--- src/rtl/freq_meter_if.sv ---
// Signal bundle between a frequency-meter client and the meter: stimulus/enable in,
// windowed edge count and edge-to-edge period out.
interface freq_meter_if #(
  parameter int unsigned CW = 16,
  parameter int unsigned PW = 24
);
  logic          sig_in;
  logic          enable;
  logic [CW-1:0] count;
  logic          count_ovf;
  logic          count_valid;
  logic [PW-1:0] period;
  logic          period_ovf;
  logic          period_valid;

  modport master (
    output sig_in,
    output enable,
    input  count,
    input  count_ovf,
    input  count_valid,
    input  period,
    input  period_ovf,
    input  period_valid
  );

  modport slave (
    input  sig_in,
    input  enable,
    output count,
    output count_ovf,
    output count_valid,
    output period,
    output period_ovf,
    output period_valid
  );
endinterface

--- src/rtl/freq_meter.sv ---
// Counts rising edges of an asynchronous signal over 2^GATE_N-cycle gate windows and
// measures the clock-cycle distance between consecutive rising edges.
module freq_meter #(
  parameter int unsigned GATE_N = 20,
  parameter int unsigned CW     = 16,
  parameter int unsigned PW     = 24
) (
  input  logic          clk_in,
  input  logic          rstn,
  freq_meter_if.slave   bus
);

  typedef enum logic {StIdle, StRun} state_e;

  state_e              state;
  logic                s1, s2, s3;
  logic [GATE_N-1:0]   wcnt;
  logic [CW-1:0]       ecnt;
  logic [PW-1:0]       pcnt;
  logic                armed;

  logic [CW-1:0]       count_q;
  logic                count_ovf_q;
  logic                count_valid_q;
  logic [PW-1:0]       period_q;
  logic                period_ovf_q;
  logic                period_valid_q;

  logic                sig_edge;
  logic                win_end;
  logic [CW-1:0]       ecnt_next;

  assign sig_edge = s2 & ~s3;
  assign win_end  = (wcnt == '1);

  // Edge count including the current-cycle edge, held at the ceiling.
  always_comb begin
    ecnt_next = ecnt;
    if (sig_edge && (ecnt != '1)) begin
      ecnt_next = ecnt + CW'(1);
    end
  end

  always_ff @(posedge clk_in or negedge rstn) begin
    if (!rstn) begin
      state          <= StIdle;
      s1             <= 1'b0;
      s2             <= 1'b0;
      s3             <= 1'b0;
      wcnt           <= '0;
      ecnt           <= '0;
      pcnt           <= '0;
      armed          <= 1'b0;
      count_q        <= '0;
      count_ovf_q    <= 1'b0;
      count_valid_q  <= 1'b0;
      period_q       <= '0;
      period_ovf_q   <= 1'b0;
      period_valid_q <= 1'b0;
    end else begin
      s1             <= bus.sig_in;
      s2             <= s1;
      s3             <= s2;
      count_valid_q  <= 1'b0;
      period_valid_q <= 1'b0;
      case (state)
        StIdle: begin
          wcnt  <= '0;
          ecnt  <= '0;
          pcnt  <= '0;
          armed <= 1'b0;
          if (bus.enable) begin
            state <= StRun;
          end
        end
        StRun: begin
          if (!bus.enable) begin
            // Abort: partial window and half-measured period are discarded.
            state <= StIdle;
            wcnt  <= '0;
            ecnt  <= '0;
            pcnt  <= '0;
            armed <= 1'b0;
          end else begin
            wcnt <= wcnt + GATE_N'(1);
            if (win_end) begin
              count_q       <= ecnt_next;
              count_ovf_q   <= (ecnt_next == '1);
              count_valid_q <= 1'b1;
              ecnt          <= '0;
            end else begin
              ecnt <= ecnt_next;
            end
            if (sig_edge) begin
              if (armed) begin
                period_q       <= pcnt;
                period_ovf_q   <= (pcnt == '1);
                period_valid_q <= 1'b1;
              end
              armed <= 1'b1;
              pcnt  <= PW'(1);
            end else if (armed && (pcnt != '1)) begin
              pcnt <= pcnt + PW'(1);
            end
          end
        end
        default: state <= StIdle;
      endcase
    end
  end

  assign bus.count        = count_q;
  assign bus.count_ovf    = count_ovf_q;
  assign bus.count_valid  = count_valid_q;
  assign bus.period       = period_q;
  assign bus.period_ovf   = period_ovf_q;
  assign bus.period_valid = period_valid_q;

endmodule

--- src/flat_wrapper.sv ---
// flat-port wrapper written by rule: the top's interface ports become plain ports
module freq_meter_flat 
#(
  parameter int unsigned GATE_N = 20,
  parameter int unsigned CW     = 16,
  parameter int unsigned PW     = 24
)
  (clk_in, rstn, bus_sig_in, bus_enable, bus_count, bus_count_ovf, bus_count_valid, bus_period, bus_period_ovf, bus_period_valid);
  freq_meter_if #(.CW(CW), .PW(PW)) bus_i ();
  input  logic clk_in;
  input  logic rstn;
  input wire logic [$bits(bus_i.sig_in)-1:0] bus_sig_in;
  input wire logic [$bits(bus_i.enable)-1:0] bus_enable;
  output wire logic [$bits(bus_i.count)-1:0] bus_count;
  output wire logic [$bits(bus_i.count_ovf)-1:0] bus_count_ovf;
  output wire logic [$bits(bus_i.count_valid)-1:0] bus_count_valid;
  output wire logic [$bits(bus_i.period)-1:0] bus_period;
  output wire logic [$bits(bus_i.period_ovf)-1:0] bus_period_ovf;
  output wire logic [$bits(bus_i.period_valid)-1:0] bus_period_valid;
  assign bus_i.sig_in = bus_sig_in;
  assign bus_i.enable = bus_enable;
  assign bus_count = bus_i.count;
  assign bus_count_ovf = bus_i.count_ovf;
  assign bus_count_valid = bus_i.count_valid;
  assign bus_period = bus_i.period;
  assign bus_period_ovf = bus_i.period_ovf;
  assign bus_period_valid = bus_i.period_valid;
  freq_meter #(.GATE_N(GATE_N), .CW(CW), .PW(PW)) u_core (.clk_in(clk_in), .rstn(rstn), .bus(bus_i));
endmodule
--- config.mk ---
export PLATFORM = sky130hd
export DESIGN_NAME = freq_meter_flat
export DESIGN_NICKNAME = d
export VERILOG_FILES = /design/src/rtl/freq_meter_if.sv /design/src/rtl/freq_meter.sv /design/src/flat_wrapper.sv
export SDC_FILE = /design/constraint.sdc
export NUM_CORES = 1
export LEC_CHECK = 0
export ABC_AREA = 1
export CAP_MARGIN = 5
export CELL_PAD_IN_SITES_DETAIL_PLACEMENT = 1
export CELL_PAD_IN_SITES_GLOBAL_PLACEMENT = 2
export CORE_ASPECT_RATIO = 0.9
export CORE_MARGIN = 1
export CORE_UTILIZATION = 34
export DETAILED_ROUTE_END_ITERATION = 10
export PLACE_DENSITY = 0.8
export SETUP_SLACK_MARGIN = 0.3
export SLEW_MARGIN = 30
export SYNTH_ARGS = -nofsm -noshare
export SYNTH_HDL_FRONTEND = slang
export SYNTH_SLANG_ARGS = --single-unit
--- constraint.sdc ---
create_clock -name clk_in -period 2.4 [get_ports clk_in]
set_input_delay 0.24 -clock clk_in [delete_from_list [all_inputs] [get_ports clk_in]]
set_output_delay 0.24 -clock clk_in [all_outputs]
set_load 0.05 [all_outputs]
==> results.cfg <==
[routing]
drt-initial-drc-count = 195
routed-via-count = 4777
drcViolationCount = 0
wl_um = 15100
viasPerCell = 5.07
drt_pass1_iterations = 4
routedWlPerCell_um = 16.0
ant_nets = 0

[timing]
period_share_pct = 87.6
post-route-min-period_ns = 2.10
relSlewSlack_pct = 63.1
fin_ws_ns = 0.297
slew_viol_final = 0
rsz0062_at_grt = yes
fmax_mhz = 475
setup_tns_ns = 0
max_slew.worst_pin.slew_ns = 0.552
finalSetupViolCount = 0
hold_ws_ns = 0.301
hold_viol_final = 0
clock-skew-final_ns = 0.00920

[clock_network]
cts_max_level = 3
clk_latency_ns = 0.36
cts_tree = yes
cts_buffer_depth = 2
cts.clk_slew.worst_paths_ns = 0.07
cts-root-buf = clkbuf_16
cts_sinks = 109
numCtsBuffers = 9
post_cts_buffers = 0

[logic_synthesis]
synth.top_cell.area_share_pct = 50.7
synth_top_cells_by_count = 177 x nand2_1, 109 x dfrtp_1, 83 x nor2_1
yosysWarnings = 0
synthTopCellsByArea = dfrtp_1 51%, nand2_1 12%, nor2_1 5.8%, inv_1 4.7%, nand3_1 4.0%
async_flop_share_pct = 100
yosysUniqueCellTypes = 37
seq_area_frac_synth_pct = 50.7
syn_avg_cell_area_um2 = 7.91
synth_most_common_cell = nand2_1
synth_edf_count = 0
synth_area_mm2 = 0.00538
synth_nets = 688
synth_cells = 681
synth_top_cell_by_area = dfrtp_1
synthFlopType = dfrtp_1
synth_seq_cells = 109

[placement]
place.detailed.hpwl_um = 11200
dp_cells = 926
port_buffers = 47
post-place-ws_ns = 0.150
gp_congestion = 0.837

[cells_and_area]
antenna_cells = 0
syn_to_final_growth_pct = 20.8
fill_cells = 1871
drive_above_1_share_pct = 10.4
fin_nets = 743
layoutNonFillerInstCount = 943

[floorplan]
die_w_um = 135
core_mm2 = 0.0154
io_pins = 48
core.rowCount = 43
start_util_pct = 34.9
die_y_um = 121
die_area_mm2 = 0.0163

[power]
power_density_mw_per_mm2 = 549
cellLeakagePower_uw = 0.00273
vdd_drop_max_mv = 0.396

[grt]
first_global_vias = 4846
grt_start_max_net_pins = 68
grt_use_met1_pct = 30.2
grt_busiest_layer = met1
overflow = 0
met3_usage_pct = 3.17
antenna_found_initial = 0
grt_pass1_wl_um = 25200
use_met2_pct = 29.1
track_usage_pct = 19.9

[worst_setup_path]
crit_family = simple AND/OR/NAND/NOR gates
crit_path_start_kind = flop
slowest_delay_ns = 0.44
path_cells = ha_1 -> inv_1 -> nor2_4 -> nand2_4 -> nor2_4 -> nor2_2 -> buf_4 -> nand2_1 -> nand2_1 -> nor2_1 -> nand2_1 -> nor3_1 -> nand2_1 -> nand2_1
worst-path-buf-inv = 2
slowest_stage = dfrtp_2
startpoint = u_core.ecnt[0]
cpMostUsedCell = nand2_1
setup.worst_path.end_class = flop
crit_required_ns = 2.70
arrival_ns = 2.40
path_class = flop to flop
cp_max_fo = 17
r2r_start = u_core.ecnt[0]

[flow_run]
max_cap_violations = 0

[hold_path]
hold_class = input pin to async pin

[status]
outcome = complete, no violations
[kinds of logic (layout without fill, tap and decap cells)]
group	count (synthesis)	count (layout)	synth area share, %
AO/OA/AOI/OAI	103	103	10.2
XOR/XNOR	7	7	1.14
adder cells (fa/ha/maj)	3	3	0.697
buffers and inverters	92	152	7.11
flip-flops	109	109	50.7
AND/OR/NAND/NOR	367	367	30.2
[registers in the layout (all words and copies together) (netlist names)]
name                     cells
u_core.state                 1
u_core.bus.period_ovf        1
u_core.bus.count_ovf         1
u_core.wcnt                 20
u_core.armed                 1
u_core.s3                    1
u_core.bus.period           24
u_core.s1                    1
u_core.bus.count_valid       1
u_core.bus.count            16
u_core.ecnt                 16
u_core.s2                    1
u_core.pcnt                 24
u_core.bus.period_valid      1
[cell usage in the layout (no fill, tap or decap), types with 2 or more instances in the layout]
cell type          n
a21oi_1           26
a21oi_2            2
buf_4             12
clkbuf_16          9
clkdlybuf4s50_1   46
clkinv_4           3
dfrtp_1          107
dfrtp_2            2
ha_2               2
inv_1             68
inv_2              6
nand2_1          175
nand2_2            9
nand2_4            4
nand3_1           42
nand3_2            2
nand4_1           12
nor2_1            82
nor2_2             5
nor2_4             6
nor3_1            17
nor3_2             2
nor4_1             4
o21ai_0           35
o21ai_1           34
xnor2_1            2
xor2_1             5
[what timing repair did]
item / in CTS / in global routing
gates resized for setup: 9 / 13
endpoints found under the setup margin: 27 / 49
hold buffers: 1 / 0
endpoints found under the hold margin: 15 / 0
[metrics by stage]
stage / utilization, % / area (um2) / power [uW]
detailed placement: 39.6 / 6110 / 2060
global placement: 39.6 / 6110 / 2060
floorplan: - / 5380 / 1980
global route: 42.1 / 6500 / 3720
finish: 42.1 / 6500 / 3570
CTS: 41.8 / 6450 / 3620
[power breakdown]
part | internal, uW | total (uW) | switching, uW
clock network | 822 | 1540 | 719
logic | 42.4 | 167 | 124
registers | 1850 | 1860 | 14.8
[routing by layer]
metal	share of wire (%)	wire, um
met4	1.0	157
met1	53	8010
met3	2.6	395
met2	43	6540
met5	0	0
[layout make-up]
cell class	count	area (um2)	area share, %
flip-flops and latches	109	2730	42.0
multi-input cells	480	2340	36.1
clock inverters	6	72.6	1.12
clock buffers	10	229	3.52
well taps	202	253	3.89
repair buffers	61	592	9.10
inverters	75	282	4.33
[path summary, 6_finish.rpt]
path                            cells after the start  slack [ns]              endpoint
worst max-delay path                               14        0.30  u_core.bus.count_ovf
worst min-delay path                                2        0.30   u_core.bus.count[6]
worst max register to register                     14        0.30  u_core.bus.count_ovf
worst min register to register                      0        0.35             u_core.s2
max in group asynchronous                           3        1.44       u_core.pcnt[16]
min in group clk_in                                 1        0.32             u_core.s1
Power figures use the tool's default switching activity.
